File: src/rtl/mem_initiator.sv
// mem_initiator: requester-side controller for a single-port synchronous
// memory. It accepts read/write commands on a valid/ready request channel,
// drives registered memory-port signals, and returns the memory word on a
// valid/ready response channel. It also provides an init sweep that writes
// INIT_VALUE to every location.
// Optional build macro: MEM_INITIATOR_WRITE_VERIFY_EN adds a write-verify
// compare that drives rsp_error; without it rsp_error is tied low.
module mem_initiator #(
  parameter int                    ADDR_WIDTH = 3,
  parameter int                    DATA_WIDTH = 4,
  parameter logic [DATA_WIDTH-1:0] INIT_VALUE = '0
) (
  input  logic                  clock,
  input  logic                  reset_n,
  input  logic                  req_valid,
  output logic                  req_ready,
  input  logic                  req_write,
  input  logic [ADDR_WIDTH-1:0] req_addr,
  input  logic [DATA_WIDTH-1:0] req_wdata,
  output logic                  rsp_valid,
  input  logic                  rsp_ready,
  output logic [DATA_WIDTH-1:0] rsp_rdata,
  output logic                  rsp_error,
  input  logic                  init_start,
  output logic                  init_done,
  output logic                  busy,
  output logic                  mem_write,
  output logic [ADDR_WIDTH-1:0] mem_address,
  output logic [DATA_WIDTH-1:0] mem_data_in,
  input  logic [DATA_WIDTH-1:0] mem_data_out
);

  typedef enum logic [2:0] {
    IDLE,
    ACCESS,
    CAPTURE,
    RESP,
    INIT
  } state_t;

  localparam logic [ADDR_WIDTH-1:0] ADDR_LAST = '1;
  localparam logic [ADDR_WIDTH-1:0] ADDR_ONE  = 1;

  state_t                  state_q, state_d;
  logic                    req_ready_d;
  logic                    rsp_valid_d;
  logic [DATA_WIDTH-1:0]   rsp_rdata_d;
  logic                    init_done_d;
  logic                    mem_write_d;
  logic [ADDR_WIDTH-1:0]   mem_address_d;
  logic [DATA_WIDTH-1:0]   mem_data_in_d;

`ifdef MEM_INITIATOR_WRITE_VERIFY_EN
  // Latched command kind and write data, compared against the memory word.
  logic                    lat_write_q, lat_write_d;
  logic [DATA_WIDTH-1:0]   lat_wdata_q, lat_wdata_d;
  logic                    rsp_error_q, rsp_error_d;
  assign rsp_error = rsp_error_q;
`else
  assign rsp_error = 1'b0;
`endif

  assign busy = (state_q != IDLE);

  // Next-state and next-register values for every FSM phase.
  always_comb begin
    // NOTE: every variable gets a default before the case so no path
    // leaves it unassigned, which would infer a latch.
    state_d       = state_q;
    req_ready_d   = 1'b0;
    rsp_valid_d   = rsp_valid;
    rsp_rdata_d   = rsp_rdata;
    init_done_d   = 1'b0;
    mem_write_d   = mem_write;
    mem_address_d = mem_address;
    mem_data_in_d = mem_data_in;
`ifdef MEM_INITIATOR_WRITE_VERIFY_EN
    lat_write_d   = lat_write_q;
    lat_wdata_d   = lat_wdata_q;
    rsp_error_d   = rsp_error_q;
`endif
    unique case (state_q)
      IDLE: begin
        if (init_start) begin
          // Sweep wins over a same-cycle request; that request is not taken.
          state_d       = INIT;
          mem_address_d = '0;
          mem_data_in_d = INIT_VALUE;
          mem_write_d   = 1'b1;
        end else if (req_valid && req_ready) begin
          state_d       = ACCESS;
          mem_address_d = req_addr;
          mem_data_in_d = req_wdata;
          mem_write_d   = req_write;
`ifdef MEM_INITIATOR_WRITE_VERIFY_EN
          lat_write_d   = req_write;
          lat_wdata_d   = req_wdata;
`endif
        end
      end
      ACCESS: begin
        // The memory performs the access on this edge.
        mem_write_d = 1'b0;
        state_d     = CAPTURE;
      end
      CAPTURE: begin
        rsp_rdata_d = mem_data_out;
        rsp_valid_d = 1'b1;
`ifdef MEM_INITIATOR_WRITE_VERIFY_EN
        rsp_error_d = lat_write_q && (mem_data_out != lat_wdata_q);
`endif
        state_d     = RESP;
      end
      RESP: begin
        if (rsp_ready) begin
          rsp_valid_d = 1'b0;
`ifdef MEM_INITIATOR_WRITE_VERIFY_EN
          rsp_error_d = 1'b0;
`endif
          state_d     = IDLE;
        end
      end
      INIT: begin
        if (mem_address == ADDR_LAST) begin
          mem_write_d = 1'b0;
          init_done_d = 1'b1;
          state_d     = IDLE;
        end else begin
          mem_address_d = mem_address + ADDR_ONE;
        end
      end
      default: state_d = IDLE;
    endcase
    req_ready_d = (state_d == IDLE);
  end

  // State and output registers; reset aborts any operation at once.
  always_ff @(posedge clock or negedge reset_n) begin
    if (!reset_n) begin
      state_q     <= IDLE;
      req_ready   <= 1'b0;
      rsp_valid   <= 1'b0;
      rsp_rdata   <= '0;
      init_done   <= 1'b0;
      mem_write   <= 1'b0;
      mem_address <= '0;
      mem_data_in <= '0;
    end else begin
      // NOTE: non-blocking assignments so every register samples the
      // pre-edge values regardless of statement order.
      state_q     <= state_d;
      req_ready   <= req_ready_d;
      rsp_valid   <= rsp_valid_d;
      rsp_rdata   <= rsp_rdata_d;
      init_done   <= init_done_d;
      mem_write   <= mem_write_d;
      mem_address <= mem_address_d;
      mem_data_in <= mem_data_in_d;
    end
  end

`ifdef MEM_INITIATOR_WRITE_VERIFY_EN
  // Write-verify registers: latched command and the error flag.
  always_ff @(posedge clock or negedge reset_n) begin
    if (!reset_n) begin
      lat_write_q <= 1'b0;
      lat_wdata_q <= '0;
      rsp_error_q <= 1'b0;
    end else begin
      lat_write_q <= lat_write_d;
      lat_wdata_q <= lat_wdata_d;
      rsp_error_q <= rsp_error_d;
    end
  end
`endif

endmodule

File: config.mk
export PLATFORM = sky130hd
export DESIGN_NAME = mem_initiator
export DESIGN_NICKNAME = d
export VERILOG_FILES = /design/src/rtl/mem_initiator.sv
export SDC_FILE = /design/constraint.sdc
export NUM_CORES = 1
export LEC_CHECK = 0
export CAP_MARGIN = 20
export CORE_MARGIN = 1.5
export CORE_UTILIZATION = 42
export DETAILED_ROUTE_END_ITERATION = 6
export PLACE_DENSITY = 0.85
export SYNTH_ARGS = -nofsm -noshare
export SYNTH_HDL_FRONTEND = slang
export SYNTH_SLANG_ARGS = --single-unit
File: constraint.sdc
create_clock -name clock -period 2.1 [get_ports clock]
set_input_delay 0.315 -clock clock [delete_from_list [all_inputs] [get_ports clock]]
set_output_delay 0.315 -clock clock [all_outputs]
set_load 0.03 [all_outputs]
Word-level counts from Yosys, hierarchy flattened --
Cells that the tools add are included.
Storage, ports and cells: output and inout bits 17, bits of input ports 17, bits in registers 18, word-level logic and storage cells 49
Cells by class: reductions and logical operators 12, add/sub/neg operators 1, muxes and demuxes 19, equal/unequal tests 9
Operators with widths (count):
- 3-bit 2-to-1 mux | 7
- 3-bit case mux with 5 select lines | 1
- 4-bit 2-to-1 mux | 2
- 3-bit by 2-bit == test with 1-bit output, second input constant | 2
- 3-bit == test, second input constant | 2
- 3-bit logical NOT | 2
- 1-bit 2-to-1 mux | 6
- 2-bit inequality test, second input constant | 3
- 3-bit case mux with 2 select lines | 1
- 3-bit AND reduction | 2
- 2-bit nonzero test | 3
- 3-bit nonzero test | 2
- 2-bit AND reduction | 2
- 3-bit by 1-bit adder with 3-bit output, second input constant | 1
- 3-bit by 1-bit == test with 1-bit output, second input constant | 1
- 3-bit inequality test, second input constant | 1
- 1-bit case mux with 3 select lines | 1
- 1-bit case mux with 2 select lines | 1
- 1-bit logical AND | 1

Longest topological paths before layout --
Gate-level depths: netlist of the first run.
depth in word-level cells 5, depth in mapped cells 5, gate-level depth less buffers 5

Worst setup path before layout of the first run --
OpenSTA, ideal clock, no wires.
kind flip-flop to flip-flop, start point reg mem_address[0], end point reg mem_address[0], setup slack 0.274 ns, path buffers 0, required time 1.971 ns, clock period less this slack 1.826 ns, cell stages (with the launch flop) 6, data arrival time 1.697 ns, library setup time 0.129 ns, path through dfrtp_1 ha_1 ha_1 or4b_2 o21ai_0 a211oi_1
On the way: longest elaborated chain between the ends 3, elaborated cells on any way between the ends 6, classes of those cells 1 x add/sub; 2 x eq/ne; 2 x mux; 1 x reduce/logical
RTL lines:
- start: declaration | RTL line 28 | output logic [ADDR_WIDTH-1:0] mem_address,
- start signal: assignment | RTL line 157 | mem_address <= mem_address_d;
- 3-bit by 1-bit adder with 3-bit output / 3-bit == test (equally long branches) | RTL line 129, 124
- 3-bit 2-to-1 mux / 2-bit inequality test (equally long branches)
- 3-bit case mux with 2 select lines / 3-bit AND reduction (equally long branches)
Several ways; a longest one is shown, not always the timed one. The select of a mux whose other input is x is not followed. A chain may end at the register's enable or synchronous reset.

Final worst setup path of the first run --
start point reg state_q[0], end point out busy
On the way: longest elaborated chain between the ends 1
RTL lines:
- start: declaration | RTL line 44 | state_t state_q, state_d;
- start signal: assignment | RTL line 151 | state_q <= state_d;
- 3-bit nonzero test | RTL line 63 | assign busy = (state_q != IDLE);
- end: declaration | RTL line 26 | output logic busy,
No other way between the ends.

==> impl_metrics.csv, run 1 <==
group,metric,value,unit
outcome,run_status,"complete, no violations",
layout,final_cell_area,1240,µm²
sta,tightest_slew,760,ps
clocking,clk_pin_slew_worst_paths,110,ps
layout,diodes,0,
sta,finalSetupViolCount,0,
sta,final.setup.tns,0,ps
synth,ys_warn_count,0,
layout,layout_commonest_cell,"clkdlybuf4s50_1",
layout,layout-drive-gt1-share,16.3,%
setup_path,cp-end-kind,"primary output",
sta,fin_crit,1860,ps
place,place.gp.congestion,0.757,
place,dp_hpwl,1.29,mm
clocking,clk_latency,290,ps
clocking,cts_tree,"yes",
hold_path,min_path_type,"input port to async pin",
clocking,cts_buffers,3,
clocking,cts-root-buf,"clkbuf_4",
clocking,htree_levels,1,
layout,nets,124,
detailed_routing,wl_per_cell,12.8,µm
clocking,postCtsHoldBufs,0,
global_route,gr-usage-met3,3.68,%
die,coreArea,1980,µm²
synth,ys_ff_latch,18,
global_route,grt_use_met2,26.5,%
synth,ys_seq_area_share,50.8,%
setup_path,path_class,"register to primary output",
die,die_h,49.0,µm
pwr,leakage,0.000530,µW
synth,synth_cell_type_count,31,
sta,drv_slew,0,
setup_path,required,1780,ps
global_route,grt_max_degree,19,
die,rows,16,
setup_path,cp_slowest_cell,"dfrtp_1",
clocking,cts.path.max_buffers,2,
die,die_area,2400,µm²
detailed_routing,drt_wl_total,1.67,mm
detailed_routing,first_iter_violations,0,
sta,final-hold-violation-count,0,
global_route,antenna_found_initial,0,
setup_path,path_cells,"or3_4 -> dlygate4sd2_1",
detailed_routing,num_vias,662,
global_route,grt_pass1_wl,3.03,mm
sta,slew_headroom,49.2,%
setup_path,cp-start-kind,"register",
global_route,gr-max-usage-layer,"met2",
sta,finClkSkew,6.43,ps
flow_run,cap_viol_max_count,0,
die,initial_utilization,44.8,%
detailed_routing,dr.pass1.iters,1,
layout,syn_to_final_growth,39.9,%
die,die_w,49.0,µm
sta,rsz0062_at_grt,"no",
place,portBuffers,32,
synth,syn_avg_cell_area,12.2,µm²
setup_path,crit_path_max_incr_delay,480,ps
synth,synthesis.area,887,µm²
synth,synth.net_count,92,
detailed_routing,vias_per_cell,5.05,
die,pin_count,34,
global_route,overflow,0,
global_route,gr-usage-met1,20.9,%
synth,syn_inst,73,
pwr,ir_worst_vdd,0.873,mV
global_route,grt_pass1_vias,679,
sta,finalCritPeriodShare,88.8,%
setup_path,crit_fanout,9,
detailed_routing,drc,0,
place,dpl_cell_area,1210,µm²
layout,final_cell_mix,"clkdlybuf4s50_1, dfrtp_1, mux2_2",
pwr,power_density,1500,nW/µm²
detailed_routing,postRouteAntennaNets,0,
sta,max_freq,536,MHz
setup_path,cp.arrival,1550,ps
clocking,cts_sinks,18,
global_route,grtUsageTotal,16.1,%
## area by class of cell
class	count	area, µm²
clock buffer	4	36.3
fill	156	741
inverter	3	11.3
multi-input combinational	47	390
sequential	18	450
tap	27	33.8
timing repair buffer	32	319
## power by group
group | internal (µW) | switching [µW]
logic | 493 | 512
clock network | 105 | 106
registers | 503 | 148
total | 1100 | 766
## cell usage after synthesis, drive strengths merged
master	count	share of area (%)
clkbuf	1	0.42
or4b	1	1.1
conb	1	0.42
nand3b	1	0.85
and2	3	2.1
nor2b	3	2.1
buf	4	3.5
a21oi	2	1.1
xnor2	1	0.99
or3	1	1.3
nor3	1	0.56
or2	1	0.99
nor3b	1	0.85
a211oi	4	3.4
a221oi	1	1.7
a21o	1	0.85
nand2b	2	1.4
dfrtp	18	51
inv	3	1.3
a211o	1	0.99
a22o	4	3.9
and4b	1	1.1
nor2	3	1.3
o21ai	1	0.56
ha	2	2.8
mux2i	1	1.1
mux2	8	10
o21bai	1	0.85
and4bb	1	1.4
## sequential cells by signal (all words and copies together) (netlist names)
register / count
mem_address: 3
state_q: 3
req_ready: 1
mem_write: 1
rsp_rdata: 4
mem_data_in: 4
init_done: 1
rsp_valid: 1
## worst max-delay path: cells and delay by family, from the launching register on
kind	cells	cell delay, ps
buf+inv	1	360
simple gates	1	420
flops	1	480
## kinds of logic (layout without fill, tap and decap cells)
group / Yosys count / count (layout) / synth area share [%]
simple gates: 19 / 19 / 15.1
flops: 18 / 18 / 50.8
fa+ha+maj: 2 / 2 / 2.82
mux: 9 / 9 / 11.3
buf+inv: 8 / 39 / 5.22
other cells: 1 / 1 / 0.423
compound gates: 15 / 15 / 13.4
xor+xnor: 1 / 1 / 0.987
## per-layer routing
metal  wire, µm  part of all wire (%)
met5          0                     0
met4          4                  0.24
met3         74                   4.4
met2        842                    50
met1        751                    45
## through the flow
step | total power, µW | setup WS, ps | std cells | utilization [%] | hold WS, ps
after floorplan | 1320 | 274 | 73 | - | 19.4
after global placement | 1660 | 302 | 127 | 60.9 | 468
after detailed placement | 1680 | 283 | 127 | 60.9 | 469
after CTS | 1880 | 227 | 131 | 62.6 | 487
after global routing | 2000 | 168 | 131 | 62.6 | 518
final | 1870 | 235 | 131 | 62.6 | 460
## worst paths after layout
| path | cells past startpoint | slack (ps) | from | to |
|---|---|---|---|---|
| setup reg to reg | 5 | 320 | mem_address[0] | mem_address[0] |
| setup / recovery | 2 | 240 | state_q[0] | busy |
| max in group asynchronous | 1 | 1160 | reset_n | rsp_rdata[0] |
| min in group clock | 1 | 480 | rsp_valid | rsp_valid |
| hold / removal | 1 | 460 | reset_n | mem_address[0] |
| hold reg to reg | 1 | 480 | rsp_valid | rsp_valid |
## repair_timing
item | in CTS | in global routing
resized for setup | 1 | 0
setup buffers | 0 | 0
setup endpoints to repair | 1 | 0
(Power assumes the default switching activity.)
==> run 2: changes to the inputs <==
Settings changed: ABC_CLOCK_PERIOD_IN_PS set to 2100.
==> results of run 2 <==
Same layout as run 1: the final DEF is identical, and so are final timing and power.
